`src/rtl/alu_op_sequencer.sv`:
```
// Hardwired control sequencer for single-bus reg-to-reg ALU instructions: fetch, decode, per-T-state strobes.
// Optional MUL/DIV sequencing (T6, HIin/LOin/Zhighout) is built only when MULDIV_EN is defined.
module alu_op_sequencer #(
  parameter int REG_COUNT = 16,
  parameter int OPC_WIDTH = 5
) (
  input  logic                 Clock,
  input  logic                 Reset,
  input  logic                 Start,
  input  logic [31:0]          IR,
  output logic                 PCout,
  output logic                 Zlowout,
  output logic                 Zhighout,
  output logic                 MDRout,
  output logic                 MARin,
  output logic                 PCin,
  output logic                 MDRin,
  output logic                 IRin,
  output logic                 Yin,
  output logic                 Zin,
  output logic                 HIin,
  output logic                 LOin,
  output logic                 IncPC,
  output logic                 Read,
  output logic [REG_COUNT-1:0] Rin,
  output logic [REG_COUNT-1:0] Rout,
  output logic [3:0]           AluOp,
  output logic                 Busy,
  output logic                 Done,
  output logic                 IllegalOp
);

  typedef enum logic [3:0] {
    S_IDLE, S_T0, S_T1, S_T2, S_T3, S_T4, S_T5,
`ifdef MULDIV_EN
    S_T6,
`endif
    S_FIN, S_ERR
  } state_t;

  typedef enum logic [1:0] {C_3OP, C_MULDIV, C_UNARY, C_BAD} cls_t;

  typedef struct packed {
    logic                 pc_out;
    logic                 zlow_out;
    logic                 mdr_out;
    logic                 mar_in;
    logic                 pc_in;
    logic                 mdr_in;
    logic                 ir_in;
    logic                 y_in;
    logic                 z_in;
    logic                 inc_pc;
    logic                 read;
    logic [REG_COUNT-1:0] rin;
    logic [REG_COUNT-1:0] rout;
    logic [3:0]           alu_op;
    logic                 busy;
    logic                 done;
    logic                 illegal;
  } ctl_t;

  localparam logic [OPC_WIDTH-1:0] OP_ADD  = OPC_WIDTH'(3);
  localparam logic [OPC_WIDTH-1:0] OP_SUB  = OPC_WIDTH'(4);
  localparam logic [OPC_WIDTH-1:0] OP_AND  = OPC_WIDTH'(5);
  localparam logic [OPC_WIDTH-1:0] OP_OR   = OPC_WIDTH'(6);
  localparam logic [OPC_WIDTH-1:0] OP_SHR  = OPC_WIDTH'(7);
  localparam logic [OPC_WIDTH-1:0] OP_SHRA = OPC_WIDTH'(8);
  localparam logic [OPC_WIDTH-1:0] OP_SHL  = OPC_WIDTH'(9);
  localparam logic [OPC_WIDTH-1:0] OP_ROR  = OPC_WIDTH'(10);
  localparam logic [OPC_WIDTH-1:0] OP_ROL  = OPC_WIDTH'(11);
`ifdef MULDIV_EN
  localparam logic [OPC_WIDTH-1:0] OP_MUL  = OPC_WIDTH'(15);
  localparam logic [OPC_WIDTH-1:0] OP_DIV  = OPC_WIDTH'(16);
`endif
  localparam logic [OPC_WIDTH-1:0] OP_NEG  = OPC_WIDTH'(17);
  localparam logic [OPC_WIDTH-1:0] OP_NOT  = OPC_WIDTH'(18);

  localparam logic [4:0]           REG_LIM = 5'(REG_COUNT);
  localparam logic [REG_COUNT-1:0] ONE     = REG_COUNT'(1);

  function automatic logic [REG_COUNT-1:0] onehot(input logic [3:0] idx);
    onehot = ONE << idx;
  endfunction

  state_t               state, nxt;
  ctl_t                 ctl_d, ctl_q;
  logic [OPC_WIDTH-1:0] opc;
  logic [3:0]           ra_f, rb_f, rc_f;
  logic                 ra_bad, rb_bad, rc_bad;
  logic                 unused_ir;
  cls_t                 dec_cls, cls_q, e_cls;
  logic [3:0]           dec_alu, alu_q, e_alu;
  logic [3:0]           ra_q, rb_q, rc_q, e_ra, e_rb, e_rc;

  assign opc       = IR[31 -: OPC_WIDTH];
  assign ra_f      = IR[26:23];
  assign rb_f      = IR[22:19];
  assign rc_f      = IR[18:15];
  assign unused_ir = ^IR[14:0];
  assign ra_bad    = {1'b0, ra_f} >= REG_LIM;
  assign rb_bad    = {1'b0, rb_f} >= REG_LIM;
  assign rc_bad    = {1'b0, rc_f} >= REG_LIM;

  always_comb begin
    dec_cls = C_BAD;
    dec_alu = 4'h0;
    case (opc)
      OP_ADD:  begin dec_cls = C_3OP;    dec_alu = 4'h2; end
      OP_SUB:  begin dec_cls = C_3OP;    dec_alu = 4'h3; end
      OP_AND:  begin dec_cls = C_3OP;    dec_alu = 4'h0; end
      OP_OR:   begin dec_cls = C_3OP;    dec_alu = 4'h1; end
      OP_SHR:  begin dec_cls = C_3OP;    dec_alu = 4'h7; end
      OP_SHRA: begin dec_cls = C_3OP;    dec_alu = 4'h8; end
      OP_SHL:  begin dec_cls = C_3OP;    dec_alu = 4'h9; end
      OP_ROR:  begin dec_cls = C_3OP;    dec_alu = 4'hA; end
      OP_ROL:  begin dec_cls = C_3OP;    dec_alu = 4'hB; end
`ifdef MULDIV_EN
      OP_MUL:  begin dec_cls = C_MULDIV; dec_alu = 4'h4; end
      OP_DIV:  begin dec_cls = C_MULDIV; dec_alu = 4'h6; end
`endif
      OP_NEG:  begin dec_cls = C_UNARY;  dec_alu = 4'hC; end
      OP_NOT:  begin dec_cls = C_UNARY;  dec_alu = 4'hD; end
      default: ;
    endcase
    // Rc is only a real operand for the three-operand class
    if ((dec_cls == C_3OP && (ra_bad || rb_bad || rc_bad)) ||
        (dec_cls != C_3OP && (ra_bad || rb_bad)))
      dec_cls = C_BAD;
  end

  // T3 strobes are computed while still in T2, before the decode is latched
  assign e_cls = (state == S_T2) ? dec_cls : cls_q;
  assign e_alu = (state == S_T2) ? dec_alu : alu_q;
  assign e_ra  = (state == S_T2) ? ra_f    : ra_q;
  assign e_rb  = (state == S_T2) ? rb_f    : rb_q;
  assign e_rc  = (state == S_T2) ? rc_f    : rc_q;

  always_comb begin
    nxt = state;
    case (state)
      S_IDLE: if (Start) nxt = S_T0;
      S_T0:   nxt = S_T1;
      S_T1:   nxt = S_T2;
      S_T2:   nxt = (dec_cls == C_BAD) ? S_ERR : S_T3;
      S_T3:   nxt = S_T4;
      S_T4:   nxt = (cls_q == C_UNARY) ? S_FIN : S_T5;
`ifdef MULDIV_EN
      S_T5:   nxt = (cls_q == C_MULDIV) ? S_T6 : S_FIN;
      S_T6:   nxt = S_FIN;
`else
      S_T5:   nxt = S_FIN;
`endif
      S_FIN:  nxt = S_IDLE;
      S_ERR:  nxt = S_IDLE;
      default: nxt = S_IDLE;
    endcase
  end

`ifdef MULDIV_EN
  logic zhigh_d, hi_d, lo_d, zhigh_q, hi_q, lo_q;
`endif

  always_comb begin
    ctl_d      = '0;
`ifdef MULDIV_EN
    zhigh_d    = 1'b0;
    hi_d       = 1'b0;
    lo_d       = 1'b0;
`endif
    ctl_d.busy = (nxt != S_IDLE);
    case (nxt)
      S_T0: begin
        ctl_d.pc_out = 1'b1;
        ctl_d.mar_in = 1'b1;
        ctl_d.inc_pc = 1'b1;
        ctl_d.z_in   = 1'b1;
      end
      S_T1: begin
        ctl_d.zlow_out = 1'b1;
        ctl_d.pc_in    = 1'b1;
        ctl_d.read     = 1'b1;
        ctl_d.mdr_in   = 1'b1;
      end
      S_T2: begin
        ctl_d.mdr_out = 1'b1;
        ctl_d.ir_in   = 1'b1;
      end
      S_T3: begin
        ctl_d.rout = (e_cls == C_MULDIV) ? onehot(e_ra) : onehot(e_rb);
        if (e_cls == C_UNARY) begin
          ctl_d.alu_op = e_alu;
          ctl_d.z_in   = 1'b1;
        end else begin
          ctl_d.y_in = 1'b1;
        end
      end
      S_T4: begin
        if (e_cls == C_UNARY) begin
          ctl_d.zlow_out = 1'b1;
          ctl_d.rin      = onehot(e_ra);
        end else begin
          ctl_d.rout   = (e_cls == C_3OP) ? onehot(e_rc) : onehot(e_rb);
          ctl_d.alu_op = e_alu;
          ctl_d.z_in   = 1'b1;
        end
      end
      S_T5: begin
        ctl_d.zlow_out = 1'b1;
`ifdef MULDIV_EN
        if (e_cls == C_MULDIV) lo_d = 1'b1;
        else                   ctl_d.rin = onehot(e_ra);
`else
        ctl_d.rin = onehot(e_ra);
`endif
      end
`ifdef MULDIV_EN
      S_T6: begin
        zhigh_d = 1'b1;
        hi_d    = 1'b1;
      end
`endif
      S_FIN: ctl_d.done = 1'b1;
      S_ERR: begin
        ctl_d.done    = 1'b1;
        ctl_d.illegal = 1'b1;
      end
      default: ;
    endcase
  end

  always_ff @(posedge Clock or posedge Reset) begin
    if (Reset) begin
      state <= S_IDLE;
      ctl_q <= '0;
      cls_q <= C_BAD;
      alu_q <= 4'h0;
      ra_q  <= 4'h0;
      rb_q  <= 4'h0;
      rc_q  <= 4'h0;
    end else begin
      state <= nxt;
      ctl_q <= ctl_d;
      if (state == S_T2) begin
        cls_q <= dec_cls;
        alu_q <= dec_alu;
        ra_q  <= ra_f;
        rb_q  <= rb_f;
        rc_q  <= rc_f;
      end
    end
  end

`ifdef MULDIV_EN
  always_ff @(posedge Clock or posedge Reset) begin
    if (Reset) begin
      zhigh_q <= 1'b0;
      hi_q    <= 1'b0;
      lo_q    <= 1'b0;
    end else begin
      zhigh_q <= zhigh_d;
      hi_q    <= hi_d;
      lo_q    <= lo_d;
    end
  end
  assign Zhighout = zhigh_q;
  assign HIin     = hi_q;
  assign LOin     = lo_q;
`else
  assign Zhighout = 1'b0;
  assign HIin     = 1'b0;
  assign LOin     = 1'b0;
`endif

  assign PCout     = ctl_q.pc_out;
  assign Zlowout   = ctl_q.zlow_out;
  assign MDRout    = ctl_q.mdr_out;
  assign MARin     = ctl_q.mar_in;
  assign PCin      = ctl_q.pc_in;
  assign MDRin     = ctl_q.mdr_in;
  assign IRin      = ctl_q.ir_in;
  assign Yin       = ctl_q.y_in;
  assign Zin       = ctl_q.z_in;
  assign IncPC     = ctl_q.inc_pc;
  assign Read      = ctl_q.read;
  assign Rin       = ctl_q.rin;
  assign Rout      = ctl_q.rout;
  assign AluOp     = ctl_q.alu_op;
  assign Busy      = ctl_q.busy;
  assign Done      = ctl_q.done;
  assign IllegalOp = ctl_q.illegal;

endmodule
```
`config.mk`:
```
export PLATFORM = sky130hd
export DESIGN_NAME = alu_op_sequencer
export DESIGN_NICKNAME = d
export VERILOG_FILES = /design/src/rtl/alu_op_sequencer.sv
export SDC_FILE = /design/constraint.sdc
export NUM_CORES = 1
export LEC_CHECK = 0
export ABC_CLOCK_PERIOD_IN_PS = 2300
export CAP_MARGIN = 15
export CORE_ASPECT_RATIO = 1.5
export CORE_MARGIN = 1.5
export CORE_UTILIZATION = 50
export CTS_BUF_LIST = sky130_fd_sc_hd__clkbuf_4 sky130_fd_sc_hd__clkbuf_8
export CTS_CLUSTER_SIZE = 24
export DETAILED_ROUTE_END_ITERATION = 16
export PLACE_DENSITY_LB_ADDON = 0.1
export SLEW_MARGIN = 5
export SYNTH_ARGS = -nofsm -noshare
export SYNTH_HDL_FRONTEND = slang
export SYNTH_SLANG_ARGS = --single-unit
```
`constraint.sdc`:
```
create_clock -name Clock -period 2.3 [get_ports Clock]
set_input_delay 0.46 -clock Clock [delete_from_list [all_inputs] [get_ports Clock]]
set_output_delay 0.46 -clock Clock [all_outputs]
set_load 0.02 [all_outputs]
```
==> PnR_summary.wiki <==
{| class="wikitable"
! Metric !! Value
|-
| Worst hold slack || 483 ps
|-
| Sequential fraction of design power || 35.1%
|-
| Logic depth of the worst setup path including buffers || 6
|-
| Most instantiated library cell after synthesis || dfrtp_1
|-
| Number of buffers added on ports || 69
|-
| Async set-reset flop share out of synthesis || 100%
|-
| Number of iterations in the first detailed-routing pass || 5
|-
| Crit Path Max Fanout || 21
|-
| R2r worst-path depth || 6
|-
| Post-layout worst setup margin || 180 ps
|-
| Total internal power || 2890 µW
|-
| Insertion delay of the later-clocked pin in the worst-skew pair || 340 ps
|-
| Overall overflow remaining after global route || 0
|-
| TritonCTS clock tree || yes
|-
| Timing endpoint of the critical path || Rin[9]
|-
| Initial core utilization || 51.8%
|-
| Worst-case register-to-register setup slack || 180 ps
|-
| Num rows || 36
|-
| Routability congestion estimate from global placement || 0.867
|-
| Max Buffers Root-to-Sink || 2
|-
| Post-layout instance area || 4360 µm²
|-
| Worst flop-to-flop path startpoint || state[0]
|-
| Library cell with the largest summed area after synthesis || dfrtp_1
|-
| Number of antenna diodes || 0
|-
| Category of cells accounting for the largest share of critical-path delay || simple AND/OR/NAND/NOR gates
|-
| Worst path required time || 2560 ps
|-
| Number of clock buffers inserted by TritonCTS || 9
|-
| Die outline area || 7230 µm²
|-
| Switching component of the power || 1880 µW
|-
| Global-route wire length before repair || 12.7 mm
|-
| Power Dens Cells || 1090 nW/µm²
|-
| Wirelength, routed || 8.00 mm
|-
| Vias in the first global route || 2641
|-
| Average wire length per cell after detail routing || 15.7 µm
|-
| Cell type with the highest occurrence count on the critical path || nand2_1
|-
| Synthesized area divided by synthesized cell count || 9.59 µm²
|-
| Layout Skew || 7.65 ps
|-
| Fraction of power consumed by the clock network || 21.2%
|-
| Overall track demand over capacity in global routing || 22.8%
|-
| Run status || finished clean
|-
| Post-route fraction of the period consumed by the critical path || 92.2%
|-
| EDFF count, synth || 0
|-
| Count of final hold-check violations || 0
|-
| Gate count after technology mapping || 350
|-
| Pre-CTS setup slack || -16.5 ps
|-
| Commonest register cell after synthesis || dfrtp_1
|-
| Flip-flop and latch count after synthesis || 67
|-
| Syn-to-layout area delta || 29.9%
|-
| Worst hold path class || reg2reg
|-
| Worst path cell trace || and4bb_1 -> buf_4 -> nand2_1 -> nand2_1 -> nand4_1 -> nor2_1
|-
| Synth unique cells || 60
|-
| Launching element type of the critical path || register
|-
| Final layout net count || 463
|-
| Worst slew margin relative to its limit || 59.5%
|-
| Proportion of layout cells with a drive suffix above 1 || 12.0%
|-
| Setup TNS || 0 ps
|-
| Endpoint type of the worst setup path || register
|-
| Most common library cells after synthesis || dfrtp_1, nor2_1, nand2_1
|-
| DP HPWL || 5.97 mm
|-
| Fraction of power spent switching nets || 39.4%
|-
| H-tree levels || 3
|-
| Clock-pin transition on the worst setup and hold timing paths || 80 ps
|-
| Number of max-slew violations in the final report || 0
|-
| Setup repair after global routing missed its margin || no
|-
| Min cycle time layout || 2120 ps
|-
| Worst Path Arrival || 2380 ps
|-
| HP Start || alu_q[2]
|-
| Top cells by area, synth || dfrtp_1, nor2_1, nand2_1
|-
| Final Setup Violations || 0
|-
| Critical setup path kind || reg2reg
|-
| ANT nets after route || 0
|-
| Number of clock sinks || 67
|-
| I/O Pins || 88
|-
| Count of buffering cells on the critical path with inverters included || 1
|-
| Timing-limited maximum frequency || 472 MHz
|-
| Initial DRC Count || 154
|-
| Area of the core region || 6490 µm²
|-
| Standard cell with the maximum stage delay on the critical path || and4bb_1
|-
| Post-CTS setup buffers || 0
|-
| Root buffer cell || clkbuf_8
|-
| Count of hold-fix buffers inserted at cts || 0
|-
| Yosys warning total || 0
|-
| Final routed DRC violation total || 0
|-
| Portion of synthesized cell area occupied by the leading cell type || 48.4%
|-
| Timing startpoint of the critical path || state[0]
|-
| Maximum number of pins on one net before global-route repair || 37
|-
| Static leakage power || 0.00188 µW
|-
| Mapped cell area || 3360 µm²
|-
| Chip height || 103 µm
|-
| Core Util, Final || 67.3%
|-
| Post-DP Area || 4150 µm²
|-
| FF-to-FF End || Rin[9]
|-
| Initial antenna violation count || 0
|-
| Total via count after detailed routing || 2890
|-
| Maximum vdd drop || 0.000606 V
|-
| Slew at the pin closest to its max-slew limit || 607 ps
|-
| Die extent in x || 69.9 µm
|-
| Fraction of the yosys area taken by sequential cells || 50.0%
|-
| Via-to-Cell Ratio || 5.68
|-
| Post_cts resized || 0
|-
| Slowest cell delay on critical path || 630 ps
|-
| Gate power share || 43.8%
|-
| Total of max-cap violations || 0
|}
==> power by group through the flow <==
| stage | Combinational (µW) | Clock [µW] | Sequential [µW] |
|---|---|---|---|
| finish | 2090 | 1010 | 1680 |
| global route | 2300 | 1090 | 1710 |
| CTS | 2080 | 1030 | 1670 |
| detailed placement | 2070 | 0 | 1690 |
| global placement | 2050 | 0 | 1680 |
| floorplan | 1380 | 0 | 1730 |
==> metal layers <==
metal	part of all wire [%]	wire, µm	global-route usage (%)	up-vias
li1	-	-	-	1384
met1	41	3260	26.5	1401
met2	53	4250	42.0	95
met3	4.7	375	5.14	10
met4	1.5	117	7.10	0
met5	0	0	0	-
==> registers in the layout, indices dropped and copies added, names as in the netlist, 2 cells and up <==
signal and flops:
Rout 16, cls_q 2, AluOp 4, alu_q 4
rb_q 4, Rin 16, rc_q 4, ra_q 4
state 4
==> through the flow <==
stage,instances,power (µW)
finish,509,4770
global route,509,5100
CTS,509,4780
detailed placement,493,3760
global placement,493,3720
floorplan,352,3110
==> how the worst min path moves through the flow <==
stage | end | cells past startpoint
detailed placement | alu_q[2] | 2
global route | alu_q[2] | 2
global placement | alu_q[2] | 2
finish | alu_q[2] | 2
CTS | alu_q[2] | 2
floorplan | alu_q[2] | 2
==> worst min-delay path, stage by stage (launching register included) <==
cell	delay (ps)
dfrtp_1	330
nand2_1	40
o31ai_1	70
==> logic make-up after synthesis <==
logic type      share of synthesized area (%)
simple gates                             22.4
other cells                             0.112
xor+xnor                                0.522
flops                                    50.0
mux                                      2.20
compound gates                           18.3
buf+inv                                  6.52
==> placed cells by master (no fill, tap or decap), drive strengths merged, types with 3 or more instances in the layout <==
cell type	count
o32ai	3
o22ai	8
o22a	7
nor3b	4
nor2	41
nand2	41
a31oi	7
nor2b	7
clkbuf	11
clkinvlp	3
nor3	11
nand2b	14
clkdlybuf4s50	69
conb	3
inv	10
o2bb2ai	5
a22oi	6
dfrtp	65
nand3	8
buf	24
o31ai	5
o32a	3
o21a	3
a21oi	9
mux2i	4
o21ai	17
nand3b	6
mux2	3
==> area by class of cell <==
| type | count | area, µm² |
|---|---|---|
| Tap cell | 76 | 95.1 |
| Inverter | 10 | 37.5 |
| Clock inverter | 5 | 61.3 |
| Sequential cell | 67 | 1680 |
| Fill cell | 564 | 2120 |
| Clock buffer | 11 | 151 |
| Multi-Input combinational cell | 247 | 1470 |
| Timing Repair Buffer | 93 | 871 |
Note: power is estimated with default switching activity, not from simulation.
